$ cat config.mk
export PLATFORM = sky130hd
export DESIGN_NAME = prog_seq_flat
export DESIGN_NICKNAME = d
export VERILOG_FILES = /design/src/rtl/prog_seq_pkg.sv /design/src/rtl/prog_seq_if.sv /design/src/rtl/prog_seq_ret_addr_stack.sv /design/src/rtl/prog_seq.sv /design/src/flat_wrapper.sv
export SDC_FILE = /design/constraint.sdc
export NUM_CORES = 1
export LEC_CHECK = 0
export CAP_MARGIN = 0
export CORE_MARGIN = 5
export CORE_UTILIZATION = 54
export DETAILED_ROUTE_END_ITERATION = 10
export PLACE_DENSITY = 0.78
export SYNTH_ARGS = -nofsm -noshare
export SYNTH_HDL_FRONTEND = slang
export SYNTH_HIERARCHICAL = 1
export SYNTH_SLANG_ARGS = --single-unit
export TNS_END_PERCENT = 10
$ cat constraint.sdc
create_clock -name Clk -period 4.1 [get_ports Clk]
set_input_delay 0.615 -clock Clk [delete_from_list [all_inputs] [get_ports Clk]]
set_output_delay 0.615 -clock Clk [all_outputs]
set_load 0.05 [all_outputs]
$ cat src/rtl/prog_seq_pkg.sv
// prog_seq shared types: sequencer states, PC operations
// and the program base-address helper.
package prog_seq_pkg;

    typedef enum logic [1:0] {
        ST_IDLE,
        ST_HOLD,
        ST_RUN
    } seq_state_t;

    typedef enum logic [2:0] {
        OP_HOLD,
        OP_INC,
        OP_ABS,
        OP_REL,
        OP_CALL,
        OP_RET
    } pc_op_t;

    // Full-width base address; callers truncate to their PC width.
    function automatic logic [31:0] base_addr(
        input logic [3:0]  idx,
        input int unsigned stride
    );
        return 32'(idx) * stride;
    endfunction

endpackage

$ cat src/rtl/prog_seq_if.sv
// prog_seq control/status bundle: start handshake, control flow
// requests from the core, and the registered sequencer outputs.
interface prog_seq_if #(
    parameter int A     = 10,
    parameter int REL_W = 8
);
    logic             Start;
    logic             Stall;
    logic             BranchAbsEn;
    logic             BranchRelEn;
    logic             CallEn;
    logic             RetEn;
    logic             ALU_flag;
    logic [A-1:0]     AbsTarget;
    logic [REL_W-1:0] RelTarget;
    logic [A-1:0]     ProgCtr;
    logic             Running;
    logic [3:0]       ProgIdx;
    logic             RasOverflow;
    logic             RasUnderflow;

    modport master (
        output Start, Stall, BranchAbsEn, BranchRelEn,
        output CallEn, RetEn, ALU_flag, AbsTarget, RelTarget,
        input  ProgCtr, Running, ProgIdx,
        input  RasOverflow, RasUnderflow
    );

    modport slave (
        input  Start, Stall, BranchAbsEn, BranchRelEn,
        input  CallEn, RetEn, ALU_flag, AbsTarget, RelTarget,
        output ProgCtr, Running, ProgIdx,
        output RasOverflow, RasUnderflow
    );
endinterface

$ cat src/rtl/prog_seq_ret_addr_stack.sv
// Circular return-address stack: a push while full overwrites
// the oldest entry; sticky overflow/underflow survive clear.
module ret_addr_stack #(
    parameter int A         = 10,
    parameter int RAS_DEPTH = 4
) (
    input  logic         Clk,
    input  logic         Reset,
    input  logic         clear,
    input  logic         push,
    input  logic         pop,
    input  logic [A-1:0] push_data,
    output logic [A-1:0] top_data,
    output logic         empty,
    output logic         overflow,
    output logic         underflow
);
    localparam int PW = $clog2(RAS_DEPTH);
    localparam logic [PW-1:0] P_ONE = 1;
    localparam logic [PW:0]   C_ONE = 1;
    localparam logic [PW:0]   C_MAX = (PW+1)'(RAS_DEPTH);

    logic [A-1:0]  mem [RAS_DEPTH];
    logic [PW-1:0] ptr;
    logic [PW-1:0] rd_ptr;
    logic [PW:0]   count;
    logic          full;

    assign rd_ptr   = ptr - P_ONE;
    assign full     = (count == C_MAX);
    assign empty    = (count == '0);
    assign top_data = mem[rd_ptr];

    // Entry storage: written at the pointer on every accepted push.
    always_ff @(posedge Clk) begin
        if (!Reset && !clear && push) begin
            mem[ptr] <= push_data;
        end
    end

    // Pointer, occupancy and sticky error flags.
    always_ff @(posedge Clk) begin
        if (Reset) begin
            ptr       <= '0;
            count     <= '0;
            overflow  <= 1'b0;
            underflow <= 1'b0;
        end else if (clear) begin
            ptr   <= '0;
            count <= '0;
        end else if (push) begin
            ptr <= ptr + P_ONE;
            if (full) begin
                overflow <= 1'b1;
            end else begin
                count <= count + C_ONE;
            end
        end else if (pop) begin
            if (empty) begin
                underflow <= 1'b1;
            end else begin
                ptr   <= rd_ptr;
                count <= count - C_ONE;
            end
        end
    end
endmodule

$ cat src/rtl/prog_seq.sv
// Program sequencer: start handshake FSM selecting one of NPROG
// programs, then PC control with branches, call/return, stall.
module prog_seq
    import prog_seq_pkg::*;
#(
    parameter int A           = 10,
    parameter int REL_W       = 8,
    parameter int NPROG       = 3,
    parameter int PROG_STRIDE = 100,
    parameter int RAS_DEPTH   = 4
) (
    input logic     Clk,
    input logic     Reset,
    prog_seq_if.slave bus
);
    localparam logic [A-1:0] PC_ONE   = 1;
    localparam logic [3:0]   IDX_LAST = 4'(NPROG - 1);
    localparam logic [3:0]   IDX_ONE  = 1;

    seq_state_t   state;
    pc_op_t       op;
    logic         start_r;
    logic         started;
    logic         running;
    logic [3:0]   prog_idx;
    logic [3:0]   idx_nxt;
    logic [A-1:0] pc;
    logic [A-1:0] pc_inc;
    logic [A-1:0] rel_ext;
    logic [A-1:0] base;
    logic         rise;
    logic         fall;
    logic [A-1:0] ras_top;
    logic         ras_empty;
    logic         ras_ovf;
    logic         ras_unf;

    assign rise    = bus.Start & ~start_r;
    assign fall    = ~bus.Start & start_r;
    assign pc_inc  = pc + PC_ONE;
    assign rel_ext = {{(A-REL_W){bus.RelTarget[REL_W-1]}},
                      bus.RelTarget};
    assign base    = A'(base_addr(prog_idx, PROG_STRIDE));

    // First Start picks program 0; later ones step and wrap.
    always_comb begin
        idx_nxt = '0;
        if (started && prog_idx != IDX_LAST) begin
            idx_nxt = prog_idx + IDX_ONE;
        end
    end

    // PC operation for this cycle, first match wins; a Start
    // rising edge freezes the PC while entering HOLD.
    always_comb begin
        op = OP_HOLD;
        if (state == ST_RUN && !rise) begin
            if (bus.Stall)
                op = OP_HOLD;
            else if (bus.RetEn)
                op = OP_RET;
            else if (bus.CallEn)
                op = OP_CALL;
            else if (bus.BranchAbsEn && !bus.ALU_flag)
                op = OP_ABS;
            else if (bus.BranchRelEn && !bus.ALU_flag)
                op = OP_REL;
            else
                op = OP_INC;
        end
    end

    ret_addr_stack #(
        .A         (A),
        .RAS_DEPTH (RAS_DEPTH)
    ) u_ras (
        .Clk       (Clk),
        .Reset     (Reset),
        .clear     (state == ST_HOLD && fall),
        .push      (op == OP_CALL),
        .pop       (op == OP_RET),
        .push_data (pc_inc),
        .top_data  (ras_top),
        .empty     (ras_empty),
        .overflow  (ras_ovf),
        .underflow (ras_unf)
    );

    // Start handshake FSM and program counter update.
    always_ff @(posedge Clk) begin
        if (Reset) begin
            state    <= ST_IDLE;
            start_r  <= 1'b0;
            started  <= 1'b0;
            running  <= 1'b0;
            prog_idx <= '0;
            pc       <= '0;
        end else begin
            start_r <= bus.Start;
            unique case (state)
                ST_IDLE, ST_RUN: begin
                    if (rise) begin
                        state    <= ST_HOLD;
                        running  <= 1'b0;
                        started  <= 1'b1;
                        prog_idx <= idx_nxt;
                    end
                end
                ST_HOLD: begin
                    if (fall) begin
                        state   <= ST_RUN;
                        running <= 1'b1;
                        pc      <= base;
                    end
                end
                default: state <= ST_IDLE;
            endcase
            unique case (op)
                OP_INC:  pc <= pc_inc;
                OP_ABS:  pc <= bus.AbsTarget;
                OP_CALL: pc <= bus.AbsTarget;
                OP_REL:  pc <= pc + rel_ext;
                OP_RET:  pc <= ras_empty ? pc_inc : ras_top;
                default: ;
            endcase
        end
    end

    assign bus.ProgCtr      = pc;
    assign bus.Running      = running;
    assign bus.ProgIdx      = prog_idx;
    assign bus.RasOverflow  = ras_ovf;
    assign bus.RasUnderflow = ras_unf;
endmodule

$ cat src/flat_wrapper.sv
// flat-port wrapper written by rule: the top's interface ports become plain ports
module prog_seq_flat import prog_seq_pkg::*;
#(
    parameter int A           = 10,
    parameter int REL_W       = 8,
    parameter int NPROG       = 3,
    parameter int PROG_STRIDE = 100,
    parameter int RAS_DEPTH   = 4
)
  (Clk, Reset, bus_Start, bus_Stall, bus_BranchAbsEn, bus_BranchRelEn, bus_CallEn, bus_RetEn, bus_ALU_flag, bus_AbsTarget, bus_RelTarget, bus_ProgCtr, bus_Running, bus_ProgIdx, bus_RasOverflow, bus_RasUnderflow);
  prog_seq_if #(.A(A), .REL_W(REL_W)) bus_i ();
  input logic Clk;
  input logic Reset;
  input wire logic [$bits(bus_i.Start)-1:0] bus_Start;
  input wire logic [$bits(bus_i.Stall)-1:0] bus_Stall;
  input wire logic [$bits(bus_i.BranchAbsEn)-1:0] bus_BranchAbsEn;
  input wire logic [$bits(bus_i.BranchRelEn)-1:0] bus_BranchRelEn;
  input wire logic [$bits(bus_i.CallEn)-1:0] bus_CallEn;
  input wire logic [$bits(bus_i.RetEn)-1:0] bus_RetEn;
  input wire logic [$bits(bus_i.ALU_flag)-1:0] bus_ALU_flag;
  input wire logic [$bits(bus_i.AbsTarget)-1:0] bus_AbsTarget;
  input wire logic [$bits(bus_i.RelTarget)-1:0] bus_RelTarget;
  output wire logic [$bits(bus_i.ProgCtr)-1:0] bus_ProgCtr;
  output wire logic [$bits(bus_i.Running)-1:0] bus_Running;
  output wire logic [$bits(bus_i.ProgIdx)-1:0] bus_ProgIdx;
  output wire logic [$bits(bus_i.RasOverflow)-1:0] bus_RasOverflow;
  output wire logic [$bits(bus_i.RasUnderflow)-1:0] bus_RasUnderflow;
  assign bus_i.Start = bus_Start;
  assign bus_i.Stall = bus_Stall;
  assign bus_i.BranchAbsEn = bus_BranchAbsEn;
  assign bus_i.BranchRelEn = bus_BranchRelEn;
  assign bus_i.CallEn = bus_CallEn;
  assign bus_i.RetEn = bus_RetEn;
  assign bus_i.ALU_flag = bus_ALU_flag;
  assign bus_i.AbsTarget = bus_AbsTarget;
  assign bus_i.RelTarget = bus_RelTarget;
  assign bus_ProgCtr = bus_i.ProgCtr;
  assign bus_Running = bus_i.Running;
  assign bus_ProgIdx = bus_i.ProgIdx;
  assign bus_RasOverflow = bus_i.RasOverflow;
  assign bus_RasUnderflow = bus_i.RasUnderflow;
  prog_seq #(.A(A), .REL_W(REL_W), .NPROG(NPROG), .PROG_STRIDE(PROG_STRIDE), .RAS_DEPTH(RAS_DEPTH)) u_core (.Clk(Clk), .Reset(Reset), .bus(bus_i));
endmodule
==> results.txt <==
----------------------------------------------------
[Worst setup path]
  Data required time of the worst path ... 4.37 ns
  Maximum fanout along the worst path ... 27
  CP arrival ... 3.39 ns
  R2R Setup Slk ... 1.32 ns
  Kind of start point of the critical path ... input pin
  Critical setup path kind ... in2reg
  Critical Path Sink Type ... flip-flop

[Route]
  DR WL/cell ... 18.48 microns
  Iteration-0 DRC count of the detailed router ... ~240
  Overall routed net length ... 8502 microns
  Count of unresolved DRC violations after routing ... 0
  DR pass1 iterations ... 5
  Remaining number of nets flagged by the antenna check after routing ... 0
  Via total after detailed routing ... 2841
  Mean number of vias per cell ... 6.176

[Job]
  Number of violations of the max-capacitance limit ... 0

[Final layout]
  P&R area growth vs syn ... 18.26%
  ANT cells ... 0
  Share of cells above drive strength 1 ... between 10% and 20%
  Post-layout net count ... 428
  Share of the core filled with cells ... about two thirds

[Global route]
  Vias in the first global route ... 2758
  Gr usage total ... between 20% and 30%
  Global route overflow ... 0
  Number of antenna violations at the first check in global routing ... 0
  Maximum number of pins on one net before global-route repair ... 28
  First-pass GRT wire length ... 13860 microns

[Power and ir drop]
  Power density cells ... between 200 and 300 nW/um^2
  P_leak ... about 1.7 nW
  Worst voltage drop across the vdd grid ... roughly 0.00016 V

[Placed design]
  Post-DP HPWL ... 6296 microns
  Quantity of I/O buffers inserted on ports ... 43
  Last weighted congestion value of the routability-driven placer ... 0.8225

[Synth]
  Sequential-to-total area share from yosys stat ... 46.44%
  Post-synth cell types ... 59
  Combinational family with the most area after synthesis ... compound AO/OA/AOI/OAI gates
  Most used standard cell by instance count after synthesis ... sky130_fd_sc_hd__edfxtp_1
  Top FF cell, synth ... sky130_fd_sc_hd__edfxtp_1
  Synth top cells by count ... sky130_fd_sc_hd__edfxtp_1 (40), sky130_fd_sc_hd__dfxtp_1 (26), sky130_fd_sc_hd__nor2_1 (26)
  Multiplexer area fraction after synthesis ... under 10%
  Proportion of netlist area held by the largest area contributor ... 32.40%
  Post-synth EDFFs ... 40
  Area fraction in compound gates after synthesis ... 17.45%
  Post-synthesis cell area ... roughly 3700 sq um
  Synthesized instance count ... 328
  Count of yosys warnings during synthesis ... 6
  Synth area leader ... sky130_fd_sc_hd__edfxtp_1
  Post-Synthesis Net Count ... 381
  Register bit total from synthesis ... 66
  Average footprint of a synthesized cell ... approximately 11 sq um
  Xor and xnor area share after synthesis ... 4.725%
  FFs w/ async S/R, synth ... 0%
  Area fraction in and, or, nand and nor cells after synthesis ... 12.52%
  Synth top area cells ... sky130_fd_sc_hd__edfxtp_1 (32%), sky130_fd_sc_hd__dfxtp_1 (14%), sky130_fd_sc_hd__ha_1 (7.8%)
  Adder-cell share of the synthesized area ... 9.382%

[Timing]
  Tcrit/Tclk final ... about three quarters
  Unrepaired setup endpoints after global routing ... no
  Worst Max-Slew Pin Slew ... 0.5816 ns
  Finish-stage setup viols ... 0
  Hold violation count in the final report ... 0
  Final slew viol count ... 0
  Time the final worst path needs with I/O delays and setup ... approximately 3.1 ns
  Worst Clk Skew ... 0.009453 ns
  F_max ... 321.0 MHz
  Worst slew margin ... 61.23%
  Final total negative setup slack ... 0 ns

[Clocking]
  Clock tree from TritonCTS ... done
  Clock latency of the later-clocked register in the worst-skew pair ... 0.34 ns
  Clock Sink Count ... 66
  Number of cells upsized or downsized after cts ... 0
  Clock transition at the registers of the reported paths ... 0.07 ns
  Postcts setup bufs ... 0
  CTS Hold Bufs ... 0
  Max Root-Sink Buffers ... 2
  Cell chosen for the clock root ... sky130_fd_sc_hd__clkbuf_8
  Count of H-tree levels built during CTS ... 3
  Number of buffers inserted during clock tree synthesis ... 9

[Floorplan]
  Starting Density ... between 50% and 60%
  Die footprint ... 8622 sq um
  Core outline area ... 6719 sq um
  # rows ... 30
  Boundary pin count ... 44
  Die X-Extent ... 92.86 microns
  Chip height ... 92.86 microns

[Min path]
  Hold Crit Class ... reg2reg

[Outcome]
  Run status ... finished, final reports clean

----------------------------------------------------
-- metal layers --
layer	GRT usage, %	vias to the layer above	wire length (microns)
met5	0	-	0
met4	8.669	0	150
met3	3.818	15	501
met2	32.81	97	4039
met1	28.48	1381	3809
li1	-	1348	-
-- layout by cell type, fill, tap and decap left out, types with 3 or more instances in the layout --
cell,n
sky130_fd_sc_hd__or2_2,3
sky130_fd_sc_hd__xnor2_1,12
sky130_fd_sc_hd__clkbuf_8,9
sky130_fd_sc_hd__a41oi_1,3
sky130_fd_sc_hd__a21o_1,8
sky130_fd_sc_hd__a221o_1,4
sky130_fd_sc_hd__buf_4,5
sky130_fd_sc_hd__a311oi_1,3
sky130_fd_sc_hd__nand3_1,10
sky130_fd_sc_hd__a21oi_1,15
sky130_fd_sc_hd__a31oi_1,5
sky130_fd_sc_hd__edfxtp_1,40
sky130_fd_sc_hd__and3_1,8
sky130_fd_sc_hd__o21ai_0,9
sky130_fd_sc_hd__fa_1,3
sky130_fd_sc_hd__a221oi_1,4
sky130_fd_sc_hd__clkdlybuf4s50_1,43
sky130_fd_sc_hd__o21a_1,4
sky130_fd_sc_hd__nand2_1,22
sky130_fd_sc_hd__mux4_2,10
sky130_fd_sc_hd__dfxtp_1,26
sky130_fd_sc_hd__a211o_1,3
sky130_fd_sc_hd__a22o_1,3
sky130_fd_sc_hd__ha_1,23
sky130_fd_sc_hd__xor2_1,8
sky130_fd_sc_hd__a211oi_1,7
sky130_fd_sc_hd__nor2_1,26
sky130_fd_sc_hd__nand3b_1,3
sky130_fd_sc_hd__inv_1,15
-- final timing paths --
check / cells after the start / to / startpoint
min: 2 / u_core/u_ras/underflow$_SDFFE_PP0P_ / u_core/u_ras/underflow$_SDFFE_PP0P_
max: 10 / u_core/u_ras/count[2]$_SDFFE_PP0P_ / bus_Start
max reg2reg: 9 / u_core/u_ras/count[2]$_SDFFE_PP0P_ / u_core/state[1]$_SDFFE_PP0P_
min reg2reg: 2 / u_core/u_ras/underflow$_SDFFE_PP0P_ / u_core/u_ras/underflow$_SDFFE_PP0P_
-- registers in the layout, summed over array words and instances, names as in the netlist --
name and cells:
u_core/started 1, u_core/bus.ProgIdx 4, u_core/bus.Running 1, u_core/start_r 1, u_core/u_ras/underflow 1, u_core/bus.ProgCtr 10, u_core/u_ras/count 3, u_core/u_ras/ptr 2
u_core/state 2, u_core/u_ras/mem 40, u_core/u_ras/overflow 1
-- through the flow --
step / total power [mW] / hold slack (ns) / setup WS [ns] / cell area, sq um / instances
2_1_floorplan: 0.7927 / 0.4402 / 0.9973 / 3707 / 328
3_5_place_dp: 0.8463 / 0.4683 / 0.6488 / 4215 / 444
3_3_place_gp: 0.8442 / 0.4557 / 0.7150 / 4215 / 444
5_1_grt: 1.356 / 0.5141 / 0.8388 / 4384 / 460
6_report: 1.304 / 0.4800 / 0.9849 / 4384 / 460
4_1_cts: 1.312 / 0.4859 / 1.003 / 4384 / 460
-- power breakdown --
group          total, mW  leakage (nW)  internal [mW]  switching [mW]
registers          0.711         0.602          0.703         0.00843
logic              0.122          1.01         0.0560          0.0657
clock network      0.471        0.0807          0.217           0.254
-- final cells by class --
cell class,count,area [sq um]
Fill cell,514,2335
Multi-Input combinational cell,235,1869
Tap cell,80,100.1
Sequential cell,66,1722
Timing Repair Buffer,48,467.9
Clock buffer,9,123.9
Inverter,15,56.30
Clock inverter,7,45.04
-- cells by family after synthesis --
group / count (synthesis)
AOI/OAI and AO/OA: 86
adders and majority gates: 26
and+or+nand+nor: 92
buffers and inverters: 27
DFF: 66
muxes: 11
xor gates and xnor gates: 20
-- worst max-delay path: stages --
cell,delay (ns)
sky130_fd_sc_hd__clkdlybuf4s50_1,0.44
sky130_fd_sc_hd__nand2b_2,0.11
sky130_fd_sc_hd__or4b_4,0.63
sky130_fd_sc_hd__nor3b_1,0.25
sky130_fd_sc_hd__buf_4,0.20
sky130_fd_sc_hd__inv_1,0.12
sky130_fd_sc_hd__fa_1,0.45
sky130_fd_sc_hd__xor2_1,0.16
sky130_fd_sc_hd__a211oi_2,0.21
sky130_fd_sc_hd__mux2i_1,0.19
No activity file was read; power rests on OpenSTA's default activity.
